==> src/rtl/serial_bit_tx_if.sv <==
// Word handshake between a producer and the serial bit transmitter.
// The producer drives the master modport; the transmitter takes the slave modport.
interface serial_bit_tx_if #(
  parameter int DATA_WIDTH = 8
);
  logic [DATA_WIDTH-1:0] tx_data;
  logic                  tx_valid;
  logic                  tx_ready;

  modport master (output tx_data, output tx_valid, input tx_ready);
  modport slave  (input tx_data, input tx_valid, output tx_ready);
endinterface

==> src/rtl/serial_bit_tx.sv <==
// Bit-serial transmitter: start bit, data LSB first, stop bit, each held CLKS_PER_BIT clocks.
// Define SERIAL_BIT_TX_PARITY_EN to insert an even-parity bit between data and stop.
module serial_bit_tx #(
  parameter int DATA_WIDTH   = 8,
  parameter int CLKS_PER_BIT = 4
) (
  input  logic           clock,
  input  logic           reset,
  serial_bit_tx_if.slave tx,
  output logic           tx_line,
  output logic           busy
);

  localparam int CW = (CLKS_PER_BIT > 1) ? $clog2(CLKS_PER_BIT) : 1;
  localparam int BW = (DATA_WIDTH > 1) ? $clog2(DATA_WIDTH) : 1;
  localparam logic [CW-1:0] CYC_LAST = CW'(CLKS_PER_BIT - 1);
  localparam logic [BW-1:0] BIT_LAST = BW'(DATA_WIDTH - 1);

  typedef enum logic [2:0] {
    IDLE   = 3'd0,
    START  = 3'd1,
    DATA   = 3'd2,
`ifdef SERIAL_BIT_TX_PARITY_EN
    PARITY = 3'd3,
`endif
    STOP   = 3'd4
  } state_t;

  state_t                state_reg, state_next;
  logic [CW-1:0]         cyc_reg, cyc_next;
  logic [BW-1:0]         bit_reg, bit_next;
  logic [DATA_WIDTH-1:0] shift_reg, shift_next;
  logic                  line_reg, line_next;
  logic                  bit_done;
`ifdef SERIAL_BIT_TX_PARITY_EN
  logic                  par_reg, par_next;
`endif

  assign bit_done    = (cyc_reg == CYC_LAST);
  assign tx.tx_ready = (state_reg == IDLE);
  assign busy        = (state_reg != IDLE);
  assign tx_line     = line_reg;

  always_ff @(posedge clock) begin
    if (reset) begin
      state_reg <= IDLE;
      cyc_reg   <= '0;
      bit_reg   <= '0;
      shift_reg <= '0;
      line_reg  <= 1'b1;
`ifdef SERIAL_BIT_TX_PARITY_EN
      par_reg   <= 1'b0;
`endif
    end else begin
      state_reg <= state_next;
      cyc_reg   <= cyc_next;
      bit_reg   <= bit_next;
      shift_reg <= shift_next;
      line_reg  <= line_next;
`ifdef SERIAL_BIT_TX_PARITY_EN
      par_reg   <= par_next;
`endif
    end
  end

  // The line is registered, so line_next always carries the level of the state being entered.
  always_comb begin
    state_next = state_reg;
    cyc_next   = cyc_reg;
    bit_next   = bit_reg;
    shift_next = shift_reg;
    line_next  = line_reg;
`ifdef SERIAL_BIT_TX_PARITY_EN
    par_next   = par_reg;
`endif
    case (state_reg)
      IDLE: begin
        cyc_next  = '0;
        bit_next  = '0;
        line_next = 1'b1;
        if (tx.tx_valid) begin
          state_next = START;
          shift_next = tx.tx_data;
          line_next  = 1'b0;
`ifdef SERIAL_BIT_TX_PARITY_EN
          par_next   = ^tx.tx_data;
`endif
        end
      end
      START: begin
        if (bit_done) begin
          state_next = DATA;
          line_next  = shift_reg[0];
        end
      end
      DATA: begin
        if (bit_done) begin
          if (bit_reg == BIT_LAST) begin
            bit_next = '0;
`ifdef SERIAL_BIT_TX_PARITY_EN
            state_next = PARITY;
            line_next  = par_reg;
`else
            state_next = STOP;
            line_next  = 1'b1;
`endif
          end else begin
            bit_next   = bit_reg + BW'(1);
            shift_next = shift_reg >> 1;
            line_next  = shift_next[0];
          end
        end
      end
`ifdef SERIAL_BIT_TX_PARITY_EN
      PARITY: begin
        if (bit_done) begin
          state_next = STOP;
          line_next  = 1'b1;
        end
      end
`endif
      STOP: begin
        if (bit_done) begin
          state_next = IDLE;
          line_next  = 1'b1;
        end
      end
      default: begin
        state_next = IDLE;
        line_next  = 1'b1;
      end
    endcase
    if (state_reg != IDLE) begin
      cyc_next = bit_done ? '0 : cyc_reg + CW'(1);
    end
  end

endmodule

==> src/flat_wrapper.sv <==
// flat-port wrapper written by rule: the top's interface ports become plain ports
module serial_bit_tx_flat 
#(
  parameter int DATA_WIDTH   = 8,
  parameter int CLKS_PER_BIT = 4
)
  (clock, reset, tx_line, busy, tx_tx_data, tx_tx_valid, tx_tx_ready);
  serial_bit_tx_if #(.DATA_WIDTH(DATA_WIDTH)) tx_i ();
  input  logic clock;
  input  logic reset;
  output logic tx_line;
  output logic busy;
  input wire logic [$bits(tx_i.tx_data)-1:0] tx_tx_data;
  input wire logic [$bits(tx_i.tx_valid)-1:0] tx_tx_valid;
  output wire logic [$bits(tx_i.tx_ready)-1:0] tx_tx_ready;
  assign tx_i.tx_data = tx_tx_data;
  assign tx_i.tx_valid = tx_tx_valid;
  assign tx_tx_ready = tx_i.tx_ready;
  serial_bit_tx #(.DATA_WIDTH(DATA_WIDTH), .CLKS_PER_BIT(CLKS_PER_BIT)) u_core (.clock(clock), .reset(reset), .tx(tx_i), .tx_line(tx_line), .busy(busy));
endmodule
==> config.mk <==
export PLATFORM = sky130hd
export DESIGN_NAME = serial_bit_tx_flat
export DESIGN_NICKNAME = d
export VERILOG_FILES = /design/src/rtl/serial_bit_tx_if.sv /design/src/rtl/serial_bit_tx.sv /design/src/flat_wrapper.sv
export SDC_FILE = /design/constraint.sdc
export NUM_CORES = 1
export LEC_CHECK = 0
export BUFFER_PORTS_ARGS = -buffer_cell sky130_fd_sc_hd__buf_2
export CELL_PAD_IN_SITES_DETAIL_PLACEMENT = 2
export CELL_PAD_IN_SITES_GLOBAL_PLACEMENT = 2
export CORE_MARGIN = 5
export CORE_UTILIZATION = 36
export CTS_BUF_LIST = sky130_fd_sc_hd__clkbuf_2 sky130_fd_sc_hd__clkbuf_4 sky130_fd_sc_hd__clkbuf_8
export CTS_CLUSTER_SIZE = 20
export DETAILED_ROUTE_END_ITERATION = 10
export PLACE_DENSITY = 0.9
export SLEW_MARGIN = 20
export SYNTH_ARGS = -nofsm -noshare
export SYNTH_HDL_FRONTEND = slang
export SYNTH_SLANG_ARGS = --single-unit
==> constraint.sdc <==
create_clock -name clock -period 1.7 [get_ports clock]
set_input_delay 0.34 -clock clock [delete_from_list [all_inputs] [get_ports clock]]
set_output_delay 0.34 -clock clock [all_outputs]
set_load 0.01 [all_outputs]
==> run metrics, run 1 <==
Port Buf Inserts 13; max reg flops 8; Crit Path Class reg -> reg; die height 61.8 um; hold_buf cts 0; post-DP HPWL 1950 um; CP Launch Type flip-flop; met2 GRT Util 29.1%; clk_skew 3.34 ps; Post-synth ARST share 0%; unique cell type count in the Yosys netlist 34; Global Route met3 Usage under 10%; #FFs+latches synth 17; Worst path slowest cell a21oi_2; Root Driver clkbuf_4; I/O Pins 14; post-synthesis sequential area ratio 35.3%; Routed wire per std cell 18.4 um; Final Cycle Share 94.6%; via count between 800 and 900; Synth Cell Area 965 um2; vias per inst 5.74; clock slew at reported path FFs 110 ps; Leakage about 0.43 nW; Final Power between 0.7 and 0.8 mW; CP required 1860 ps; Mapped Nets 115; Pwr Density 674 nW/um2; width of the die 61.8 um; first-pass GRT wire length 4830 um; final setup fails 0; Syn Area/Cell 9.55 um2; CP peak stage delay 380 ps; Max Clk Rate 0.622 GHz; CP endpoint kind flip-flop; Final WS setup just over 90 ps; Layout Nets 134; Max Cap Viol 0; Routed WL 2750 um; worst-margin pin slew 418 ps; H-tree Lvls 1; Clk Latency, worst-skew pair 290 ps; area occupied by multi-input gates 582 um2; Cell Rows 18; Tmin final 1610 ps; 1st-iter DRT viols 16; CTS tree built; RSZ-0062 raised after global routing false; clk sinks 17; synthesis-to-finish area growth 19.3%; GR Overflow Total 0; dpl ws -40.6 ps; status finished, final reports clean; Yosys Warn Count 0; DRC 0; Core Area 2520 um2; DIE AREA 3810 um2; EDFF count, synth 0; Placer Congestion 0.774; largest net degree at the start of global routing 20; Hold WC Path Type in -> reg; Final Instance Count excl. Fillers 149; initial antenna violation count 0; Slew Limit Fails 0; clock tree buffer depth 2; diode count 0; Initial Util 38.2%; GRT Overall Usage around 17%; total CTS buffers 3; layer with the highest usage met2; GR Util met1 approximately 22%; final-report hold violation count 0; maximum vdd drop 0.000348 V; data arrival time of the worst path 1760 ps; antenna viol nets, final 0; worst-path cell chain ha_2 > ha_4 > nand3b_1 > a21oi_2 > a211oi_1; top_reg_cell synth dfxtp_1; CP max FO 8; Initial DRT Pass Iterations 3; layout filler cell count 295; Max-slew headroom 72.2%; layout cells sized above 1 33.6%; placed cell count about 140; vias in the first global route between 900 and 1,000; Mapped Cells just over 100; Sequential Area 345 um2
worst paths after layout:
| path | startpoint | end | slack, ps | cells past startpoint |
|---|---|---|---|---|
| min | tx_tx_data[4] | u_core.shift_reg[4] | 390 | 3 |
| min reg2reg | u_core.cyc_reg[0] | u_core.cyc_reg[0] | 440 | 1 |
| max reg2reg | u_core.bit_reg[0] | u_core.shift_reg[6] | 90 | 5 |
| max | u_core.bit_reg[0] | u_core.shift_reg[6] | 90 | 5 |
kinds of logic (layout without fill, tap and decap cells):
family | after synthesis | after routing | synth area share [%]
mux | 10 | 10 | 10.4
simple gates | 30 | 30 | 23.1
buf+inv | 13 | 31 | 7.00
fa+ha+maj | 3 | 3 | 3.89
compound gates | 27 | 27 | 19.5
flops | 17 | 17 | 35.3
xor+xnor | 1 | 1 | 0.908
layout make-up:
type,count,area share [%]
clock buffers,3,1.96
clock inverters,1,0.435
inverters,3,0.978
multi-input cells,71,50.5
flip-flops and latches,17,30.0
well taps,30,3.26
repair buffers,24,12.8
critical path, delay by kind of cell (launching register included):
family	cells	cell delay (ps)
AOI/OAI and AO/OA	2	550
adders and majority gates	2	390
DFF	1	350
and+or+nand+nor	1	180
what timing repair did:
action	4_1_cts	5_1_grt
buffers inserted	1	1
pin swaps	2	3
endpoints found under the setup margin	10	7
gates resized for setup	5	5
synthesized netlist by cell type, drive strengths merged, types with 3 or more instances:
library cell / count / area [um2]
dfxtp: 17 / 340
a211oi: 14 / 105
mux2i: 10 / 100
buf: 8 / 48.8
o21ai: 5 / 25.0
a21oi: 4 / 23.8
nand3b: 4 / 30.0
nor2: 4 / 15.0
ha: 3 / 37.5
inv: 3 / 11.3
nand2: 3 / 11.3
nor2b: 3 / 18.8
nor3b: 3 / 27.5
nor4: 3 / 18.8
through the flow:
stage                     hold slack (ps)  util (%)  setup TNS (ps)  instance area, um2
after floorplan                       407         -               0                 965
after global placement                418      42.8               0                1080
after detailed placement              424      42.8            -170                1080
after CTS                             377      44.8               0                1130
after global routing                  373      45.6               0                1150
final                                 387      45.6               0                1150
metal layers:
layer	up-vias	routed length (um)	share of wire [%]
met2	9	1380	50
met3	4	71	2.6
met5	-	0	0
met1	429	1260	46
li1	413	-	-
met4	0	31	1.1
power breakdown:
part / total [mW] / internal [mW] / switching (mW)
Combinational: 0.117 / 0.0549 / 0.0617
Sequential: 0.435 / 0.420 / 0.0152
Clock: 0.225 / 0.0875 / 0.137
cells in the final DEF, fill, tap and decap left out:
cell type,instances
inv_1,3
nand2_1,3
nor2_4,1
nand2b_1,2
or2_4,1
dfxtp_1,13
a211oi_1,14
nor3_1,1
o21ai_0,2
nor4_1,3
nor2b_1,3
buf_2,13
nor4b_2,1
ha_1,1
nor3b_2,1
a21oi_1,3
mux2i_1,10
o311a_1,1
a21boi_0,1
clkbuf_4,3
o21ai_1,3
a21oi_2,1
nor4bb_1,2
buf_4,11
ha_2,1
and4b_1,1
dfxtp_2,4
o32ai_1,1
xor2_1,1
nand3b_1,4
nor2_1,3
nor4b_4,1
o211ai_1,1
nor3b_1,2
clkinv_2,1
ha_4,1
or3b_1,1
Note: power is estimated with default switching activity, not from simulation.
==> run 2: changes to the inputs <==
- BUFFER_PORTS_ARGS: -buffer_cell sky130_fd_sc_hd__buf_2 -> -buffer_cell sky130_fd_sc_hd__buf_4
==> run metrics, run 2 (synthesis results as in run 1) <==
status finished, final reports clean; layout cells sized above 1 between 30% and 40%; dpl ws -99.4 ps; Cell Rows 18; width of the die 61.8 um; placed cell count around 140; most frequent cells in the layout buf_4, dfxtp_1, a211oi_1; post-DP HPWL 2070 um; Final WS setup 48.8 ps; Routed WL about 2800 um; CTS tree built; worst-margin pin slew 325 ps; I/O Pins 14; initial antenna violation count 0; Psw approximately 0.22 mW; Final Instance Count excl. Fillers 150; clk_skew 5.95 ps; Min-Delay Path Depth 2; worst-path cell chain or2_1 > nor2_4 > inv_1 > buf_4; Crit path max-delay family simple AND/OR/NAND/NOR gates; 1st-iter DRT viols 8; commonest non-fill, non-tap cell in the layout buf_4; via count 844; Routed wire per std cell roughly 19 um; Port Buf Inserts 13; Initial DRT Pass Iterations 4; Core Area 2520 um2; WP buf/inv 2; switch share between 20% and 30%; synthesis-to-finish area growth 23.6%; Placer Congestion 0.805; H-tree Lvls 1; Int Power 0.571 mW; Clk pwr share 29.4%; Leakage 0.443 nW; CP peak stage delay a little under 400 ps; Crit Path Class reg -> out; CP endpoint kind output pin; GR Overflow Total 0; GRT Overall Usage 16.6%; portion of total power attributed to combinational logic 15.9%; Layout Nets 135; CP required 1360 ps; Clk Latency, worst-skew pair 310 ps; DIE AREA 3810 um2; max reg flops 8; Flop pwr share 54.6%; largest net degree at the start of global routing 20; die height 61.8 um; antenna viol nets, final 0; maximum vdd drop about 0.00053 V; vias in the first global route 958; Worst path slowest cell dfxtp_1; diode count 0; DRC 0; Tmin final 1650 ps; vias per inst 5.63; Max Clk Rate 0.606 GHz; clk sinks 17; Hold WC Path Type in -> reg; hold_buf cts 0; clock slew at reported path FFs around 100 ps; final setup fails 0; clock tree buffer depth 2; CP max FO 6; Max-slew headroom 78.0%; Hold Slack 349 ps; total CTS buffers 3; FF-to-FF path depth 6; Slew Limit Fails 0; first-pass GRT wire length 4620 um; Final Power 0.794 mW; critical path depth 4; final core occ 47.3%; Root Driver clkbuf_4; final-report hold violation count 0; data arrival time of the worst path 1310 ps; CP Launch Type flip-flop; Pwr Density 666 nW/um2; Final Cycle Share 97.1%; Initial Util 38.2%; layout filler cell count roughly 280; Max Cap Viol 0
[run 2: cell types whose count changed in the layout (fill, tap and decap cells not counted), moves of 3 or more]
cell	before	now
dfxtp_1	13	16
buf_2	13	0
buf_4	11	25
dfxtp_2	4	1
[run 2: worst reg2reg max path: stages (launching register included)]
cell and delay (ps):
dfxtp_1 360, ha_2 220, ha_4 190, nor4b_4 250, buf_4 180, a211oi_1 80
a211oi_1 240
[run 2: power by group through the flow]
stage                     sequential [mW]  clock (mW)  combinational, mW
after detailed placement            0.443           0              0.122
after CTS                           0.434       0.236              0.125
after floorplan                     0.440           0             0.0682
final                               0.434       0.234              0.126
after global routing                0.437       0.248              0.139
after global placement              0.442           0              0.114
[run 2: final timing paths]
check,from,to,slack (ps)
worst max-delay path,u_core.state_reg[0],busy,50
worst min-delay path,reset,u_core.bit_reg[1],350
worst max register to register,u_core.bit_reg[0],u_core.shift_reg[1],100
worst min register to register,u_core.cyc_reg[0],u_core.cyc_reg[0],440
[run 2: repair_timing]
action / 4_1_cts / 5_1_grt
buffers inserted: 2 / 0
pin swaps: 1 / 6
gates resized for setup: 3 / 4
endpoints found under the setup margin: 10 / 9
[run 2: final cells by class]
cell class | count | area [um2] | share of cell area [%]
tap | 30 | 37.5 | 3.15
inverter | 3 | 11.3 | 0.944
clock inverter | 1 | 5.00 | 0.420
clock buffer | 3 | 22.5 | 1.89
sequential | 17 | 342 | 28.6
timing repair buffer | 25 | 188 | 15.7
multi-input combinational | 71 | 587 | 49.2
[run 2: metal layers]
metal / wire length [um] / global-route usage [%] / vias to the layer above / share of wire [%]
met5: 0 / 0 / - / 0
met4: 31 / 2.73 / 0 / 1.1
met3: 69 / 3.31 / 4 / 2.4
met2: 1440 / 29.4 / 12 / 51
met1: 1300 / 21.1 / 411 / 46
li1: - / - / 417 / -
[run 2: metrics by stage]
step / cell area (um2) / TNS, ps
finish: 1190 / 0
global route: 1190 / -26.4
detailed placement: 1120 / -416
floorplan: 965 / 0
global placement: 1120 / 0
CTS: 1170 / 0
==> run 3: changes to the inputs <==
- CORE_UTILIZATION: 36 -> 34
- CTS_BUF_LIST: sky130_fd_sc_hd__clkbuf_2 sky130_fd_sc_hd__clkbuf_4 sky130_fd_sc_hd__clkbuf_8 -> sky130_fd_sc_hd__clkbuf_16
- PLACE_DENSITY: 0.9 -> 0.86
==> run metrics, run 3 (synthesis results as in run 1) <==
Port Buf Inserts 13; CP endpoint kind flip-flop; Crit Path Class reg -> reg; Initial DRT Pass Iterations 4; RSZ-0062 raised after global routing true; Initial Util 35.3%; Final Cycle Share 95.7%; Leakage 0.459 nW; post-DP HPWL 2050 um; 1st-iter DRT viols 5; CP Launch Type flip-flop; Slew Limit Fails 0; Tmin final 1630 ps; destination of the worst hold path u_core.bit_reg[1]; width of the die about 63 um; Max Cap Viol 0; clk sinks 17; GR Overflow Total 0; final setup fails 0; hold_sp reset; vias in the first global route approximately 1,000; DIE AREA 4000 um2; via count 856; worst-margin pin slew 494 ps; Core Area about 2700 um2; Clk Latency, worst-skew pair 250 ps; worst r2r src u_core.bit_reg[0]; Hold Slack 425 ps; Min-Delay Path Depth 2; Max Clk Rate 0.615 GHz; initial antenna violation count 0; final-report hold violation count 0; total CTS buffers 3; clock tree buffer depth 2; synthesis-to-finish area growth 27.8%; Routed wire per std cell about 21 um; data arrival time of the worst path 1780 ps; hold_buf cts 0; Cell Rows 19; worst-path cell chain ha_2 > ha_4 > nor4b_4 > buf_4 > a211oi_1 > a211oi_1; max reg flops 8; CTS tree built; layout cells sized above 1 a little under 30%; clk_skew 1.41 ps; cell mode on critical path a211oi_1; CP required 1860 ps; H-tree Lvls 1; Routed WL roughly 3200 um; final core occ 45.1%; most frequent cells in the layout buf_4, dfxtp_1, a211oi_1; Max-slew headroom roughly two thirds; FF-to-FF path depth 6; Worst path slowest cell dfxtp_1; WP buf/inv 1; largest net degree at the start of global routing 20; Root Driver clkbuf_16; diode count 0; FF-to-FF setup slack 70 ps; antenna viol nets, final 0; commonest non-fill, non-tap cell in the layout buf_4; post-route setup TNS 0 ps; clock slew at reported path FFs 50 ps; DRC 0; die height approximately 63 um; CP max FO 6; maximum vdd drop 0.000699 V; status finished, final reports clean; layout filler cell count 304; first-pass GRT wire length 5290 um; R2R Path End u_core.shift_reg[0]; GRT Overall Usage 17.1%; Crit path max-delay family adder cells; I/O Pins 14; Hold WC Path Type in -> reg; Pwr Density 850 nW/um2; Layout Nets 134; vias per inst 5.71; CP peak stage delay 340 ps; Placer Congestion 0.725
## run 3: how the worst max path moves through the flow
stage                                    from                  end  slack (ps)  depth (start not counted)
after detailed placement    u_core.bit_reg[0]  u_core.shift_reg[1]         -60                          5
after CTS                 u_core.state_reg[0]                 busy           7                          4
after global placement      u_core.bit_reg[0]  u_core.shift_reg[2]          70                          5
after floorplan             u_core.bit_reg[0]  u_core.shift_reg[0]         200                          5
final                       u_core.bit_reg[0]  u_core.shift_reg[0]          70                          6
after global routing      u_core.state_reg[0]                 busy           2                          4
## run 3: layout make-up
type | instances | area (um2) | share of cell area (%)
Inverter | 3 | 11.3 | 0.914
Tap cell | 31 | 38.8 | 3.15
Sequential cell | 17 | 340 | 27.6
Clock inverter | 1 | 5.00 | 0.406
Clock buffer | 3 | 75.1 | 6.09
Timing Repair Buffer | 24 | 180 | 14.6
Multi-Input combinational cell | 71 | 582 | 47.2
## run 3: worst reg2reg max path, delay by kind of cell, from the launching register on
kind                       cells  cell delay, ps
adders and majority gates      2             410
DFF                            1             340
AOI/OAI and AO/OA              2             330
and+or+nand+nor                1             270
buffers and inverters          1             180
## run 3: layer usage
metal	vias up	track usage, %	wire length [um]
met5	-	0	0
met4	0	5.45	45
met3	4	3.73	104
met2	17	30.1	1650
met1	422	20.4	1380
li1	413	-	-
## run 3: timing repair
item	4_1_cts	5_1_grt
buffers inserted	2	0
pin swaps	1	3
endpoints found under the setup margin	9	9
resized for setup	3	2
## run 3: through the flow
| stage | cells | setup WS, ps | power (mW) | cell area (um2) |
|---|---|---|---|---|
| 3_5_place_dp | 144 | -64.6 | 0.565 | 1110 |
| 4_1_cts | 150 | 6.52 | 1.05 | 1230 |
| 5_1_grt | 150 | 2.04 | 1.10 | 1230 |
| 3_3_place_gp | 144 | 67.2 | 0.554 | 1110 |
| 6_report | 150 | 72.9 | 1.05 | 1230 |
| 2_1_floorplan | 101 | 195 | 0.508 | 965 |
## run 3: power breakdown
| part | total [mW] | leakage [nW] | switching [mW] | internal [mW] |
|---|---|---|---|---|
| clock network | 0.486 | 0.0409 | 0.170 | 0.315 |
| logic | 0.127 | 0.278 | 0.0654 | 0.0613 |
| registers | 0.436 | 0.140 | 0.0158 | 0.420 |
